--- src/rtl/sta_frame_tx_if.sv ---
// sta_frame_tx_if: frame/result link between the frame transmitter and the STA block.
// master = transmitter side (drives the frame), slave = STA side (drives the result).
interface sta_frame_tx_if;
  logic       in_valid;
  logic [3:0] delay;
  logic [3:0] source;
  logic [3:0] destination;
  logic       out_valid;
  logic [7:0] worst_delay;
  logic [3:0] path;

  modport master (
    output in_valid, delay, source, destination,
    input  out_valid, worst_delay, path
  );

  modport slave (
    input  in_valid, delay, source, destination,
    output out_valid, worst_delay, path
  );
endinterface

--- src/rtl/sta_frame_tx.sv ---
// sta_frame_tx: on-chip stimulus engine for the STA block. Preloaded delay and
// edge tables are streamed out as one frame per start, then the returning
// result stream is captured (first worst_delay, run length) with a timeout.
// Optional feature macro: STA_TX_PATH_CHECK_EN (result path protocol check).
//
// state | meaning
// IDLE  | waiting for start; tables writable
// SEND  | streaming EDGES contiguous frame cycles to STA
// WAIT  | awaiting / capturing the result; response timer running
// DONE  | single completion cycle, done pulse
module sta_frame_tx #(
  parameter int NODES   = 16,
  parameter int EDGES   = 32,
  parameter int TIMEOUT = 1023
) (
  input  logic           clk,
  input  logic           rst_n,
  input  logic           i_wr_en,
  input  logic           i_wr_sel,
  input  logic [4:0]     i_wr_addr,
  input  logic [7:0]     i_wr_data,
  input  logic           i_start,
  output logic           o_busy,
  output logic           o_done,
  output logic           o_timeout_err,
  output logic [7:0]     o_res_delay,
  output logic [4:0]     o_res_len,
  output logic           o_path_err,
  sta_frame_tx_if.master sta
);

  localparam int KW = (EDGES > 1) ? $clog2(EDGES) : 1;
  localparam int NW = (NODES > 1) ? $clog2(NODES) : 1;
  localparam int TW = $clog2(TIMEOUT + 1);

  typedef enum logic [1:0] {S_IDLE, S_SEND, S_WAIT, S_DONE} state_t;

  state_t          r_state;
  state_t          w_state_nxt;
  logic [3:0]      r_dly  [NODES];
  logic [7:0]      r_edge [EDGES];
  logic [KW-1:0]   r_k;
  logic [KW-1:0]   w_idx;
  logic [TW-1:0]   r_tmr;
  logic            r_got;
  logic            r_in_valid;
  logic [3:0]      r_delay;
  logic [3:0]      r_source;
  logic [3:0]      r_destination;
  logic            r_busy;
  logic            r_done;
  logic            r_timeout_err;
  logic [7:0]      r_res_delay;
  logic [4:0]      r_res_len;
  logic            w_accept;
  logic            w_send_last;
  logic            w_first;
  logic            w_more;
  logic            w_fall;
  logic            w_expire;

  // Next-state decode plus the per-cycle events the datapath reacts to.
  always_comb begin
    w_state_nxt = r_state;
    w_accept    = 1'b0;
    w_send_last = 1'b0;
    w_first     = 1'b0;
    w_more      = 1'b0;
    w_fall      = 1'b0;
    w_expire    = 1'b0;
    case (r_state)
      S_IDLE: begin
        if (i_start && !i_wr_en) begin
          w_accept    = 1'b1;
          w_state_nxt = S_SEND;
        end
      end
      S_SEND: begin
        if (r_k == KW'(EDGES - 1)) begin
          w_send_last = 1'b1;
          w_state_nxt = S_WAIT;
        end
      end
      S_WAIT: begin
        if (sta.out_valid) begin
          if (!r_got) w_first = 1'b1;
          else        w_more  = 1'b1;
        end else if (r_got) begin
          w_fall      = 1'b1;
          w_state_nxt = S_DONE;
        end else if (r_tmr == '0) begin
          w_expire    = 1'b1;
          w_state_nxt = S_DONE;
        end
      end
      S_DONE:  w_state_nxt = S_IDLE;
      default: w_state_nxt = S_IDLE;
    endcase
  end

  // State register.
  always_ff @(posedge clk or negedge rst_n) begin
    if (!rst_n) r_state <= S_IDLE;
    else        r_state <= w_state_nxt;
  end

  // Table write port, only open while idle; out-of-range indices are dropped.
  always_ff @(posedge clk or negedge rst_n) begin
    if (!rst_n) begin
      for (int i = 0; i < NODES; i++) r_dly[i]  <= '0;
      for (int i = 0; i < EDGES; i++) r_edge[i] <= '0;
    end else if (r_state == S_IDLE && i_wr_en) begin
      if (!i_wr_sel && int'(i_wr_addr) < NODES) r_dly[i_wr_addr[NW-1:0]]  <= i_wr_data[3:0];
      if (i_wr_sel && int'(i_wr_addr) < EDGES)  r_edge[i_wr_addr[KW-1:0]] <= i_wr_data;
    end
  end

  assign w_idx = w_accept ? '0 : (r_k + KW'(1));

  // Frame outputs are registered one cycle ahead of the frame index they carry.
  always_ff @(posedge clk or negedge rst_n) begin
    if (!rst_n) begin
      r_k           <= '0;
      r_in_valid    <= 1'b0;
      r_delay       <= '0;
      r_source      <= '0;
      r_destination <= '0;
    end else if (w_accept || (r_state == S_SEND && !w_send_last)) begin
      r_k           <= w_idx;
      r_in_valid    <= 1'b1;
      r_delay       <= (int'(w_idx) < NODES) ? r_dly[w_idx[NW-1:0]] : 4'd0;
      r_source      <= r_edge[w_idx][7:4];
      r_destination <= r_edge[w_idx][3:0];
    end else begin
      r_k           <= '0;
      r_in_valid    <= 1'b0;
      r_delay       <= '0;
      r_source      <= '0;
      r_destination <= '0;
    end
  end

  // Response timer: loaded as the frame ends, counts down until the first result cycle.
  always_ff @(posedge clk or negedge rst_n) begin
    if (!rst_n)
      r_tmr <= '0;
    else if (w_send_last)
      r_tmr <= TW'(TIMEOUT - 1);
    else if (r_state == S_WAIT && !r_got && !sta.out_valid && r_tmr != '0)
      r_tmr <= r_tmr - TW'(1);
  end

  // Result capture; everything is cleared by an accepted start and held otherwise.
  always_ff @(posedge clk or negedge rst_n) begin
    if (!rst_n) begin
      r_got         <= 1'b0;
      r_res_delay   <= '0;
      r_res_len     <= '0;
      r_timeout_err <= 1'b0;
    end else if (w_accept) begin
      r_got         <= 1'b0;
      r_res_delay   <= '0;
      r_res_len     <= '0;
      r_timeout_err <= 1'b0;
    end else begin
      if (w_first) begin
        r_got       <= 1'b1;
        r_res_delay <= sta.worst_delay;
        r_res_len   <= 5'd1;
      end else if (w_more && r_res_len != 5'd31) begin
        r_res_len   <= r_res_len + 5'd1;
      end
      if (w_expire) r_timeout_err <= 1'b1;
    end
  end

  // Status flags follow the state being entered so they line up with it.
  always_ff @(posedge clk or negedge rst_n) begin
    if (!rst_n) begin
      r_busy <= 1'b0;
      r_done <= 1'b0;
    end else begin
      r_busy <= (w_state_nxt != S_IDLE);
      r_done <= (w_state_nxt == S_DONE);
    end
  end

`ifdef STA_TX_PATH_CHECK_EN
  logic       r_path_first_bad;
  logic [3:0] r_path_last;
  logic       r_path_err;

  // Path protocol: result must open with node 0 and close with node 1.
  always_ff @(posedge clk or negedge rst_n) begin
    if (!rst_n) begin
      r_path_first_bad <= 1'b0;
      r_path_last      <= '0;
      r_path_err       <= 1'b0;
    end else if (w_accept) begin
      r_path_first_bad <= 1'b0;
      r_path_last      <= '0;
      r_path_err       <= 1'b0;
    end else begin
      if (w_first) r_path_first_bad <= (sta.path != 4'd0);
      if (w_first || w_more) r_path_last <= sta.path;
      if (w_fall && (r_path_first_bad || r_path_last != 4'd1)) r_path_err <= 1'b1;
    end
  end

  assign o_path_err = r_path_err;
`else
  assign o_path_err = 1'b0;
`endif

  assign sta.in_valid    = r_in_valid;
  assign sta.delay       = r_delay;
  assign sta.source      = r_source;
  assign sta.destination = r_destination;
  assign o_busy          = r_busy;
  assign o_done          = r_done;
  assign o_timeout_err   = r_timeout_err;
  assign o_res_delay     = r_res_delay;
  assign o_res_len       = r_res_len;

endmodule

--- src/flat_wrapper.sv ---
// flat-port wrapper written by rule: the top's interface ports become plain ports
module sta_frame_tx_flat 
#(
  parameter int NODES   = 16,
  parameter int EDGES   = 32,
  parameter int TIMEOUT = 1023
)
  (clk, rst_n, i_wr_en, i_wr_sel, i_wr_addr, i_wr_data, i_start, o_busy, o_done, o_timeout_err, o_res_delay, o_res_len, o_path_err, sta_in_valid, sta_delay, sta_source, sta_destination, sta_out_valid, sta_worst_delay, sta_path);
  sta_frame_tx_if sta_i ();
  input  logic clk;
  input  logic rst_n;
  input  logic i_wr_en;
  input  logic i_wr_sel;
  input  logic [4:0] i_wr_addr;
  input  logic [7:0] i_wr_data;
  input  logic i_start;
  output logic o_busy;
  output logic o_done;
  output logic o_timeout_err;
  output logic [7:0] o_res_delay;
  output logic [4:0] o_res_len;
  output logic o_path_err;
  output wire logic [$bits(sta_i.in_valid)-1:0] sta_in_valid;
  output wire logic [$bits(sta_i.delay)-1:0] sta_delay;
  output wire logic [$bits(sta_i.source)-1:0] sta_source;
  output wire logic [$bits(sta_i.destination)-1:0] sta_destination;
  input wire logic [$bits(sta_i.out_valid)-1:0] sta_out_valid;
  input wire logic [$bits(sta_i.worst_delay)-1:0] sta_worst_delay;
  input wire logic [$bits(sta_i.path)-1:0] sta_path;
  assign sta_in_valid = sta_i.in_valid;
  assign sta_delay = sta_i.delay;
  assign sta_source = sta_i.source;
  assign sta_destination = sta_i.destination;
  assign sta_i.out_valid = sta_out_valid;
  assign sta_i.worst_delay = sta_worst_delay;
  assign sta_i.path = sta_path;
  sta_frame_tx #(.NODES(NODES), .EDGES(EDGES), .TIMEOUT(TIMEOUT)) u_core (.clk(clk), .rst_n(rst_n), .i_wr_en(i_wr_en), .i_wr_sel(i_wr_sel), .i_wr_addr(i_wr_addr), .i_wr_data(i_wr_data), .i_start(i_start), .o_busy(o_busy), .o_done(o_done), .o_timeout_err(o_timeout_err), .o_res_delay(o_res_delay), .o_res_len(o_res_len), .o_path_err(o_path_err), .sta(sta_i));
endmodule
--- config.mk ---
export PLATFORM = sky130hd
export DESIGN_NAME = sta_frame_tx_flat
export DESIGN_NICKNAME = d
export VERILOG_FILES = /design/src/rtl/sta_frame_tx_if.sv /design/src/rtl/sta_frame_tx.sv /design/src/flat_wrapper.sv
export SDC_FILE = /design/constraint.sdc
export NUM_CORES = 1
export LEC_CHECK = 0
export BUFFER_PORTS_ARGS = -buffer_cell sky130_fd_sc_hd__buf_2
export CAP_MARGIN = 10
export CORE_MARGIN = 2
export CORE_UTILIZATION = 45
export DETAILED_ROUTE_END_ITERATION = 10
export HOLD_SLACK_MARGIN = 0.12
export MAX_ROUTING_LAYER = met4
export PLACE_DENSITY = 0.62
export REMOVE_ABC_BUFFERS = 1
export SYNTH_ARGS = -nofsm -noshare
export SYNTH_HDL_FRONTEND = slang
export SYNTH_SLANG_ARGS = --single-unit
export TNS_END_PERCENT = 10
--- constraint.sdc ---
create_clock -name clk -period 3.2 [get_ports clk]
set_input_delay 0.96 -clock clk [delete_from_list [all_inputs] [get_ports clk]]
set_output_delay 0.96 -clock clk [all_outputs]
set_load 0.01 [all_outputs]
==> results.sh <==
export IMPL_slew_violations=0
export IMPL_place_hpwl_um=30100
export IMPL_crit_required_ns=3.70
export IMPL_min_period_ns=3.03
export IMPL_syn_area_per_cell_um2=12.3
export IMPL_cts_buffers=41
export IMPL_first_iter_violations=754
export IMPL_dieArea_um2=39600
export IMPL_clkPwrFrac=0.315
export IMPL_synth_warnings=0
export IMPL_antenna_found_initial=2
export IMPL_synthesis_area_um2=17100
export IMPL_rsz0062_at_grt="no"
export IMPL_hold_path_class="input pin to asynchronous set/reset pin"
export IMPL_cpPeakStageDelay_ns=0.42
export IMPL_vias_per_cell=5.75
export IMPL_instances_no_fill=2041
export IMPL_hold_viol=0
export IMPL_ys_async_sr_fraction=1.00
export IMPL_drtPass1Iterations=4
export IMPL_p_int_w=0.00993
export IMPL_rows=71
export IMPL_cp_cell_sequence="ha_2 > and3_1 > ha_1 > nor3b_1 > nand2_1 > inv_1 > nand3_1 > o22ai_1 > a211o_1 > a221o_1"
export IMPL_hold_buffers=0
export IMPL_grt_overflow=0
export IMPL_first_global_vias=11900
export IMPL_gp_congestion=0.867
export IMPL_syn_to_final_growth_pct=16.7
export IMPL_io_pins=61
export IMPL_utilization=0.532
export IMPL_netlist_top_cells_count="dfrtp_1, mux2_2, nand2_1"
export IMPL_num_vias=11700
export IMPL_port_buffers=55
export IMPL_cts_sinks=367
export IMPL_synth_edff_count=0
export IMPL_die_h_um=199
export IMPL_ys_seq_area_frac=0.536
export IMPL_crit_path_top_delay_cell="dfrtp_2"
export IMPL_power_leakage_nw=9.62
export IMPL_post_place_ws_ns=-0.00739
export IMPL_fillerInstances=3227
export IMPL_yosys_area_top_type_share=0.536
export IMPL_drive_gt1_frac=0.396
export IMPL_cp_depth=10
export IMPL_regArea_um2=9190
export IMPL_synth_cells=1393
export IMPL_reg2regPathDepth=10
export IMPL_status="completed"
export IMPL_worst_path_buf_inv=1
export IMPL_worst_pin_slew_ns=0.858
export IMPL_p_sw_w=0.00531
export IMPL_vdd_ir_drop_max_v=0.000533
export IMPL_yosysMostFrequentCell="dfrtp_1"
export IMPL_setup_violations=0
export IMPL_synth_cell_types=61
export IMPL_core_um2=37600
export IMPL_max_slew_margin_rel=0.426
export IMPL_clk_latency_ns=0.56
export IMPL_post_cts_buffers=0
export IMPL_pwr_share_comb=0.349
export IMPL_worstSetupPathType="flip-flop to flip-flop"
export IMPL_synth_area_leader_cell="dfrtp_1"
export IMPL_ant_nets=0
export IMPL_max_cap_violations=0
export IMPL_die_w_um=199
export IMPL_endpoint_kind="flip-flop"
export IMPL_power_density_nw_per_um2=763
export IMPL_cp_start_kind="flip-flop"
export IMPL_min_period_over_period=0.946
export IMPL_multiInputGateArea_um2=7560
export IMPL_arrival_ns=3.53
export IMPL_topRoutingLayerUsed="met4"
export IMPL_clock_path_buffers=3
export IMPL_grt_usage=0.243
export IMPL_drt_met1_wl_um=20700
export IMPL_layout_setup_ws_ns=0.174
export IMPL_htreeDepth=2
export IMPL_dp_cells=1969
export IMPL_power_frac_seq=0.337
export IMPL_post_cts_resized=0
export IMPL_finClkSkew_ns=0.0217
export IMPL_fmax_mhz=331
export IMPL_grt_first_pass_wirelength_um=70400
export IMPL_crit_fanout=6
export IMPL_clkTransAtPathRegs_ns=0.06
export IMPL_final_nets=1537
export IMPL_start_util=0.456
export IMPL_rrSetupSlack_ns=0.17
export IMPL_synthTopCellsByArea="dfrtp_1, mux2_2, nand2_1"
export IMPL_grt_max_degree=73
export IMPL_drt_total_wl_um=45300
export IMPL_yosys_most_used_dff="dfrtp_1"
export IMPL_synth_ff_latch_count=367
export IMPL_wl_per_cell_um=22.2
export IMPL_wl_met3_um=2360
export IMPL_swShare=0.349
export IMPL_wl_met2_um=21000
export IMPL_clockRootBuffer="clkbuf_16"
export IMPL_drc=0
export IMPL_cts_tree="built"
export IMPL_crit_family="simple AND/OR/NAND/NOR gates"
==> routing by layer <==
metal / global-route usage / up-vias
li1: - / 5270
met1: 0.328 / 6067
met2: 0.373 / 320
met3: 0.0429 / 75
met4: 0.0785 / 0
met5: - / -
==> logic make-up after synthesis <==
group	count (synthesis)	share of synthesized area
and+or+nand+nor	298	0.0837
xor gates and xnor gates	11	0.00563
other	1	0.000219
muxes	399	0.268
AOI/OAI and AO/OA	211	0.0784
adders and majority gates	5	0.00365
buffers and inverters	101	0.0246
DFF	367	0.536
==> area by class of cell <==
| class | count | share of cell area |
|---|---|---|
| clock buffers | 54 | 0.0568 |
| well taps | 511 | 0.0320 |
| diodes | 2 | 0.000250 |
| flip-flops and latches | 367 | 0.460 |
| inverters | 7 | 0.00131 |
| clock inverters | 16 | 0.0112 |
| multi-input cells | 925 | 0.379 |
| repair buffers | 159 | 0.0602 |
==> cells in the final DEF (no fill, tap or decap), types with 4 or more instances in the layout <==
| cell type | n |
|---|---|
| o22a_1 | 4 |
| xnor2_1 | 6 |
| buf_2 | 54 |
| a31oi_1 | 7 |
| buf_12 | 11 |
| a211oi_1 | 16 |
| clkbuf_8 | 6 |
| o21a_1 | 4 |
| nor2_1 | 52 |
| o21ai_0 | 57 |
| a22oi_1 | 5 |
| nand3_1 | 25 |
| ha_1 | 4 |
| clkbuf_16 | 41 |
| o22ai_1 | 11 |
| a221oi_1 | 22 |
| nor3b_1 | 5 |
| clkinv_2 | 5 |
| a221o_1 | 4 |
| bufinv_16 | 5 |
| mux2_2 | 349 |
| a21oi_1 | 57 |
| buf_4 | 93 |
| inv_1 | 6 |
| clkbuf_1 | 7 |
| mux4_2 | 12 |
| mux2i_1 | 38 |
| dfrtp_1 | 366 |
| nand2b_1 | 9 |
| nor4_1 | 10 |
| nand2_1 | 132 |
| nor3_1 | 16 |
| o221ai_1 | 7 |
| nor2b_1 | 14 |
| a211o_1 | 4 |
==> per-stage QoR <==
step / area [um2] / setup TNS [ns] / power, W / hold slack [ns]
after floorplan: 16700 / -31.22 / 0.00798 / 0.468
after global placement: 18600 / 0 / 0.0104 / 0.479
after detailed placement: 18600 / -0.00739 / 0.0105 / 0.487
after CTS: 20000 / 0 / 0.0153 / 0.400
after global routing: 20000 / 0 / 0.0160 / 0.428
final: 20000 / 0 / 0.0152 / 0.384
==> path summary, 6_finish.rpt <==
kind                                      startpoint                   end
worst min register to register  u_core.o_timeout_err  u_core.o_timeout_err
max in group asynchronous                      rst_n     u_core.r_edge[15]
worst max register to register         u_core.r_k[0]  u_core.sta.source[1]
min in group clk                u_core.o_timeout_err  u_core.o_timeout_err
worst max-delay path                   u_core.r_k[0]  u_core.sta.source[1]
worst min-delay path                           rst_n      u_core.r_dly[41]
==> power by group through the flow <==
stage / sequential [W] / clock (W) / combinational [W]
2_1_floorplan: 0.00530 / 0 / 0.00268
3_3_place_gp: 0.00520 / 0 / 0.00522
3_5_place_dp: 0.00521 / 0 / 0.00525
4_1_cts: 0.00513 / 0.00490 / 0.00528
5_1_grt: 0.00516 / 0.00510 / 0.00571
6_report: 0.00513 / 0.00480 / 0.00531
==> flip-flops by register name (all words and copies together) (netlist names), 2 cells and up <==
register                flops
u_core.r_k                  5
u_core.o_res_delay          8
u_core.sta.destination      4
u_core.r_edge             256
u_core.sta.source           4
u_core.r_tmr               10
u_core.o_res_len            5
u_core.r_state              2
u_core.r_dly               64
u_core.sta.delay            4
Note: power is estimated with default switching activity, not from simulation.
